$ cat src/rtl/reorder_buffer.sv
// reorder_buffer: in-order retirement buffer for the Tomasulo core.
//  - The dispatcher allocates one entry per cycle in program order at the tail tag.
//  - The CDB writes results back out of order, addressed by tag.
//  - The head retires one ready entry per cycle towards the register file.
//  - A mispredicted branch at commit flushes every entry and broadcasts a rollback.
//  - Operand queries by tag are answered combinationally.
// Tags run 1..DEPTH. Tag 0 means "no producer". Entry k always holds tag k.
// Optional feature: define ROB_BYPASS_EN to let operand queries see a
// result that the CDB is broadcasting in the same cycle.
//
// Handshake: an allocation takes effect at the clock edge where
// ena_from_dsp && !full_to_dsp holds and no rollback fires on that edge.
// Q_to_dsp is the tag that allocation receives. An ena while full is
// dropped, and the dispatcher must hold the instruction until full falls.
// The CDB has no back-pressure. A write to a non-busy tag is ignored.
module reorder_buffer #(
  parameter int ROB_ID_W = 4,
  parameter int DEPTH    = 15,
  parameter int DATA_W   = 32
) (
  input  logic                clk,
  input  logic                rst,
  input  logic                ena_from_dsp,
  input  logic [4:0]          rd_from_dsp,
  input  logic                is_jump_from_dsp,
  input  logic                pred_jump_from_dsp,
  output logic [ROB_ID_W-1:0] Q_to_dsp,
  output logic                full_to_dsp,
  input  logic [ROB_ID_W-1:0] Q1_from_dsp,
  input  logic [ROB_ID_W-1:0] Q2_from_dsp,
  output logic                ready1_to_dsp,
  output logic                ready2_to_dsp,
  output logic [DATA_W-1:0]   V1_to_dsp,
  output logic [DATA_W-1:0]   V2_to_dsp,
  input  logic                valid_from_cdb,
  input  logic [ROB_ID_W-1:0] Q_from_cdb,
  input  logic [DATA_W-1:0]   V_from_cdb,
  input  logic                jump_from_cdb,
  input  logic [DATA_W-1:0]   pc_from_cdb,
  output logic                commit_flag_to_reg,
  output logic [4:0]          rd_to_reg,
  output logic [ROB_ID_W-1:0] Q_to_reg,
  output logic [DATA_W-1:0]   V_to_reg,
  output logic                rollback_flag_to_all,
  output logic [DATA_W-1:0]   target_pc_to_if
);

  // Storage is sized to the full tag space so that any tag indexes safely.
  // Slot 0 and any slot above DEPTH are never allocated, so they stay non-busy.
  localparam int SLOTS = 2 ** ROB_ID_W;
  localparam logic [ROB_ID_W-1:0] ONE_TAG  = ROB_ID_W'(1);
  localparam logic [ROB_ID_W-1:0] LAST_TAG = ROB_ID_W'(DEPTH);

  // Per-entry state
  logic [SLOTS-1:0]  busy_q, busy_d;
  logic [SLOTS-1:0]  ready_q, ready_d;
  logic [SLOTS-1:0]  ent_jump_q, ent_jump_d;
  logic [SLOTS-1:0]  ent_pred_q, ent_pred_d;
  logic [SLOTS-1:0]  ent_isj_q, ent_isj_d;
  logic [4:0]        ent_rd_q [SLOTS];
  logic [4:0]        ent_rd_d [SLOTS];
  logic [DATA_W-1:0] ent_v_q  [SLOTS];
  logic [DATA_W-1:0] ent_v_d  [SLOTS];
  logic [DATA_W-1:0] ent_pc_q [SLOTS];
  logic [DATA_W-1:0] ent_pc_d [SLOTS];

  // Pointers and occupancy
  logic [ROB_ID_W-1:0] head_q, head_d;
  logic [ROB_ID_W-1:0] tail_q, tail_d;
  logic [ROB_ID_W-1:0] count_q, count_d;

  // Registered commit/rollback interface
  logic                commit_flag_q, commit_flag_d;
  logic [4:0]          rd_to_reg_q, rd_to_reg_d;
  logic [ROB_ID_W-1:0] q_to_reg_q, q_to_reg_d;
  logic [DATA_W-1:0]   v_to_reg_q, v_to_reg_d;
  logic                rollback_q, rollback_d;
  logic [DATA_W-1:0]   target_pc_q, target_pc_d;

  logic wb_fire;
  logic commit_fire;
  logic mispredict;
  logic alloc_fire;

  // Tag counters wrap DEPTH -> 1 and never produce tag 0.
  function automatic logic [ROB_ID_W-1:0] next_tag(input logic [ROB_ID_W-1:0] t);
    if (t == LAST_TAG) return ONE_TAG;
    return t + ONE_TAG;
  endfunction

  assign full_to_dsp          = (count_q == LAST_TAG);
  assign Q_to_dsp             = tail_q;
  assign commit_flag_to_reg   = commit_flag_q;
  assign rd_to_reg            = rd_to_reg_q;
  assign Q_to_reg             = q_to_reg_q;
  assign V_to_reg             = v_to_reg_q;
  assign rollback_flag_to_all = rollback_q;
  assign target_pc_to_if      = target_pc_q;

  // Event decode. Commit looks only at registered entry state, so a result
  // written on this edge becomes committable on the next edge.
  always_comb begin
    wb_fire     = valid_from_cdb && (Q_from_cdb != '0) && busy_q[Q_from_cdb];
    commit_fire = busy_q[head_q] && ready_q[head_q];
    mispredict  = commit_fire && ent_isj_q[head_q] &&
                  (ent_jump_q[head_q] != ent_pred_q[head_q]);
    alloc_fire  = ena_from_dsp && !full_to_dsp && !mispredict;
  end

  // Next-state for the entries, pointers and registered outputs.
  // Order matters: writeback, then commit, then allocate, then flush overrides.
  always_comb begin
    busy_d        = busy_q;
    ready_d       = ready_q;
    ent_jump_d    = ent_jump_q;
    ent_pred_d    = ent_pred_q;
    ent_isj_d     = ent_isj_q;
    ent_rd_d      = ent_rd_q;
    ent_v_d       = ent_v_q;
    ent_pc_d      = ent_pc_q;
    head_d        = head_q;
    tail_d        = tail_q;
    count_d       = count_q;
    commit_flag_d = 1'b0;
    rd_to_reg_d   = rd_to_reg_q;
    q_to_reg_d    = q_to_reg_q;
    v_to_reg_d    = v_to_reg_q;
    rollback_d    = 1'b0;
    target_pc_d   = target_pc_q;

    if (wb_fire) begin
      ready_d[Q_from_cdb]    = 1'b1;
      ent_v_d[Q_from_cdb]    = V_from_cdb;
      ent_jump_d[Q_from_cdb] = jump_from_cdb;
      ent_pc_d[Q_from_cdb]   = pc_from_cdb;
    end

    if (commit_fire) begin
      commit_flag_d   = 1'b1;
      rd_to_reg_d     = ent_rd_q[head_q];
      q_to_reg_d      = head_q;
      v_to_reg_d      = ent_v_q[head_q];
      busy_d[head_q]  = 1'b0;
      ready_d[head_q] = 1'b0;
      head_d          = next_tag(head_q);
    end

    if (alloc_fire) begin
      busy_d[tail_q]     = 1'b1;
      ready_d[tail_q]    = 1'b0;
      ent_rd_d[tail_q]   = rd_from_dsp;
      ent_isj_d[tail_q]  = is_jump_from_dsp;
      ent_pred_d[tail_q] = pred_jump_from_dsp;
      tail_d             = next_tag(tail_q);
    end

    case ({alloc_fire, commit_fire})
      2'b10:   count_d = count_q + ONE_TAG;
      2'b01:   count_d = count_q - ONE_TAG;
      default: count_d = count_q;
    endcase

    // The branch itself still retires. Everything younger is discarded.
    if (mispredict) begin
      busy_d      = '0;
      ready_d     = '0;
      head_d      = ONE_TAG;
      tail_d      = ONE_TAG;
      count_d     = '0;
      rollback_d  = 1'b1;
      target_pc_d = ent_pc_q[head_q];
    end
  end

  // State registers with asynchronous active-low reset
  always_ff @(posedge clk or negedge rst) begin
    if (!rst) begin
      busy_q        <= '0;
      ready_q       <= '0;
      ent_jump_q    <= '0;
      ent_pred_q    <= '0;
      ent_isj_q     <= '0;
      for (int i = 0; i < SLOTS; i++) begin
        ent_rd_q[i] <= '0;
        ent_v_q[i]  <= '0;
        ent_pc_q[i] <= '0;
      end
      head_q        <= ONE_TAG;
      tail_q        <= ONE_TAG;
      count_q       <= '0;
      commit_flag_q <= 1'b0;
      rd_to_reg_q   <= '0;
      q_to_reg_q    <= '0;
      v_to_reg_q    <= '0;
      rollback_q    <= 1'b0;
      target_pc_q   <= '0;
    end else begin
      busy_q        <= busy_d;
      ready_q       <= ready_d;
      ent_jump_q    <= ent_jump_d;
      ent_pred_q    <= ent_pred_d;
      ent_isj_q     <= ent_isj_d;
      for (int i = 0; i < SLOTS; i++) begin
        ent_rd_q[i] <= ent_rd_d[i];
        ent_v_q[i]  <= ent_v_d[i];
        ent_pc_q[i] <= ent_pc_d[i];
      end
      head_q        <= head_d;
      tail_q        <= tail_d;
      count_q       <= count_d;
      commit_flag_q <= commit_flag_d;
      rd_to_reg_q   <= rd_to_reg_d;
      q_to_reg_q    <= q_to_reg_d;
      v_to_reg_q    <= v_to_reg_d;
      rollback_q    <= rollback_d;
      target_pc_q   <= target_pc_d;
    end
  end

  // Operand query 1: tag 0 is always ready with value 0; otherwise stored results
  always_comb begin
    ready1_to_dsp = 1'b0;
    V1_to_dsp     = '0;
    if (Q1_from_dsp == '0) begin
      ready1_to_dsp = 1'b1;
    end else if (busy_q[Q1_from_dsp] && ready_q[Q1_from_dsp]) begin
      ready1_to_dsp = 1'b1;
      V1_to_dsp     = ent_v_q[Q1_from_dsp];
    end
`ifdef ROB_BYPASS_EN
    else if (busy_q[Q1_from_dsp] && valid_from_cdb && (Q_from_cdb == Q1_from_dsp)) begin
      ready1_to_dsp = 1'b1;
      V1_to_dsp     = V_from_cdb;
    end
`endif
  end

  // Operand query 2: same rules as query 1
  always_comb begin
    ready2_to_dsp = 1'b0;
    V2_to_dsp     = '0;
    if (Q2_from_dsp == '0) begin
      ready2_to_dsp = 1'b1;
    end else if (busy_q[Q2_from_dsp] && ready_q[Q2_from_dsp]) begin
      ready2_to_dsp = 1'b1;
      V2_to_dsp     = ent_v_q[Q2_from_dsp];
    end
`ifdef ROB_BYPASS_EN
    else if (busy_q[Q2_from_dsp] && valid_from_cdb && (Q_from_cdb == Q2_from_dsp)) begin
      ready2_to_dsp = 1'b1;
      V2_to_dsp     = V_from_cdb;
    end
`endif
  end

endmodule

$ cat config.mk
export PLATFORM = sky130hd
export DESIGN_NAME = reorder_buffer
export DESIGN_NICKNAME = d
export VERILOG_FILES = /design/src/rtl/reorder_buffer.sv
export SDC_FILE = /design/constraint.sdc
export NUM_CORES = 2
export LEC_CHECK = 0
export BUFFER_PORTS_ARGS = -buffer_cell sky130_fd_sc_hd__buf_2
export CAP_MARGIN = 0
export CORE_UTILIZATION = 68
export DETAILED_ROUTE_END_ITERATION = 16
export PLACE_DENSITY = 0.93
export SLEW_MARGIN = 20
export SYNTH_ARGS = -nofsm -noshare
export SYNTH_HDL_FRONTEND = slang
export SYNTH_SLANG_ARGS = --single-unit
$ cat constraint.sdc
create_clock -name clk -period 8.3 [get_ports clk]
set_input_delay 0 -clock clk [delete_from_list [all_inputs] [get_ports clk]]
set_output_delay 0 -clock clk [all_outputs]
set_load 0.02 [all_outputs]
==> impl_metrics.ini <==
[run_status]
status = finished, final reports clean

[route]
wl_um = 191000
vias = 43900
routedWlPerCell_um = 32.4
detail-route-antenna-nets = 0
first_pass_iters = 9
drtIter0Drc = 5977
drc = 0
viasPerCell = 7.46

[layout]
top_regs = ent_pc_q x512, ent_v_q x512, ent_rd_q x80
final.fill_count = 4747
layout_commonest_cell = dfrtp_1
area_delta_synth_final_pct = 10.8
finalNetCount = 4608
mostFrequentLayoutCells = 1266 x dfrtp_1, 814 x mux2_2, 752 x nand2_1, 658 x mux4_2, 226 x buf_2
drive_gt1_share_pct = 44.0

[power]
finalPower_w = 0.0205
ir_worst_vdd_mv = 0.313
leakage_nw = 31.9
p_per_area_mw_per_mm2 = 286

[timing]
finalHoldViolCount = 0
tightestPinTransition_ps = 1240
fin_worst_skew_ps = 33.7
min_period_ps = 5760
fin_tns_setup_ps = 0
fmax_mhz = 174
setup_slack_ps = 2540
slew-limit-headroom_pct = 17.4
report.final.slew_viol_count = 0
setup_viol = 0
rsz0062_at_grt = no
period_share_pct = 69.4

[logic_synthesis]
ys_seq_elements = 1271
yosysTopAreaCellShare_pct = 49.1
syn_area_mm2 = 0.0646
synth_nets = 4568
synth-edff-count = 0
synth-async-reset-ratio_pct = 100
synth.distinct_cells = 53
yosysSeqAreaShare_pct = 49.2
synth.avg_cell_area_um2 = 14.5
ys.flop_type = dfrtp_1
yosys.area.top_type = dfrtp_1
synth_area_leaders = dfrtp_1 49%, mux4_2 23%, mux2_2 14%
synthCells = 4470
ys_warn_count = 0

[worst_setup_path]
cp.arrival_ps = 6370
path_cells = buf_4 > nor2b_1 > nand2_1 > nand4_1 > and3_2 > nand2_4 > inv_2 > buf_4 > mux2_1
cp_slowest_cell = and3_2
cp.required_ps = 8910
path_buf_inv = 3
critPathKind = register to register
cp_slowest_stage_delay_ps = 910
cp_max_fo = 38
cp-end-kind = register
path_common_cell = buf_4
critPathTopFamily = simple AND/OR/NAND/NOR gates
worstSetupStartpointType = register

[cts]
insertion_delay_ps = 770
cts_buffer_depth = 3
cts_buffers = 134
cts.repair.resized = 0
cts_tree = built
cts_root_buffer = clkbuf_16
clkTransAtPathRegs_ps = 70
htree_num_levels = 4
cts_setup_buffers = 0
clkSinkCount = 1271

[global_routing]
grt_antenna_before_repair = 16
grt_pass1_wl_um = 290000
grt_max_degree = 184
first_global_vias = 47300
grt_use_total_pct = 41.0
overflow = 0

[place]
io_buffers = 233
hpwl_um = 101000
post-place-ws_ps = 2740
gp_congestion = 0.895

[die]
die_w_um = 310
die_height_um = 310
fp-row-count = 112
core_area_mm2 = 0.0937
die_area_mm2 = 0.0963
start_util_pct = 68.9
io_pins = 234

[min_path]
hp-class = input port to register

[job]
maxCapViolCount = 0
-- cell families (layout without fill, tap and decap cells) --
family	count (synthesis)	in the layout	synth area share, %
AO/OA/AOI/OAI	159	159	2.05
flip-flops	1271	1271	49.2
other	0	11	0
buffers and inverters	495	641	3.00
AND/OR/NAND/NOR	910	910	5.79
adder cells (fa/ha/maj)	10	10	0.194
multiplexers	1619	1619	39.7
XOR/XNOR	6	6	0.0813
-- final timing paths --
kind | startpoint | to | slack (ps) | depth (start not counted)
max in group asynchronous | rst | ent_v_q[260] | 5600 | 5
max | head_q[3] | target_pc_to_if[24] | 2540 | 9
max reg2reg | head_q[3] | target_pc_to_if[24] | 2540 | 9
min reg2reg | ent_pc_q[508] | ent_pc_q[508] | 380 | 0
min | valid_from_cdb | ent_pc_q[199] | 130 | 5
min in group asynchronous | rst | commit_flag_to_reg | 450 | 3
-- worst min-delay path: cells and delay by family --
family,cells,cell delay (ps)
buffers and inverters,1,120
muxes,1,280
and+or+nand+nor,3,440
-- power by group --
part	leakage, nW	internal [W]	switching (W)
Clock	2.22	0.00363	0.00262
Combinational	13.2	0.00277	0.00194
Sequential	16.5	0.00800	0.00153
Total	31.9	0.0144	0.00609
-- cell usage after synthesis, types with 5 or more instances --
library cell / n
a21boi_4: 13
a21oi_1: 13
a22o_1: 34
a22oi_1: 5
a311oi_1: 15
a31oi_1: 17
and3_1: 16
buf_1: 48
buf_2: 33
buf_4: 5
clkbuf_1: 379
dfrtp_1: 1269
ha_1: 10
inv_1: 22
mux2_1: 144
mux2_2: 814
mux4_2: 658
nand2_1: 753
nand2b_1: 5
nand3_1: 18
nor2_1: 23
nor2b_1: 71
o211ai_1: 5
o21a_1: 14
o21ai_0: 18
o22ai_1: 12
-- area by class of cell --
class / count / area [um^2] / share of cell area [%]
sequential: 1271 / 31800 / 44.4
antenna: 11 / 27.5 / 0.0384
clock inverter: 59 / 698 / 0.975
inverter: 24 / 98.8 / 0.138
timing repair buffer: 375 / 2590 / 3.61
tap: 1254 / 1570 / 2.19
multi-input combinational: 2704 / 31000 / 43.3
clock buffer: 183 / 3800 / 5.31
-- per-stage QoR --
stage	area [um^2]	hold WS [ps]	instances	utilization (%)
final	71600	129	5881	76.4
after detailed placement	66200	130	5544	70.7
after CTS	71600	69.6	5869	76.3
after floorplan	64600	-296	4470	-
after global placement	66200	125	5544	70.7
after global routing	71600	132	5879	76.4
-- routing by layer --
layer | up-vias | wire [um] | track usage, %
met5 | - | 89 | 0
met3 | 1026 | 24500 | 12.8
met1 | 22400 | 62900 | 51.3
met2 | 3730 | 90200 | 62.5
li1 | 16700 | - | -
met4 | 14 | 13200 | 26.6
-- timing repair --
item                                   4_1_cts  5_1_grt
setup endpoints to repair                    0        0
hold buffers                                83        0
endpoints found under the hold margin     1245        0
No activity file was read; power rests on OpenSTA's default activity.
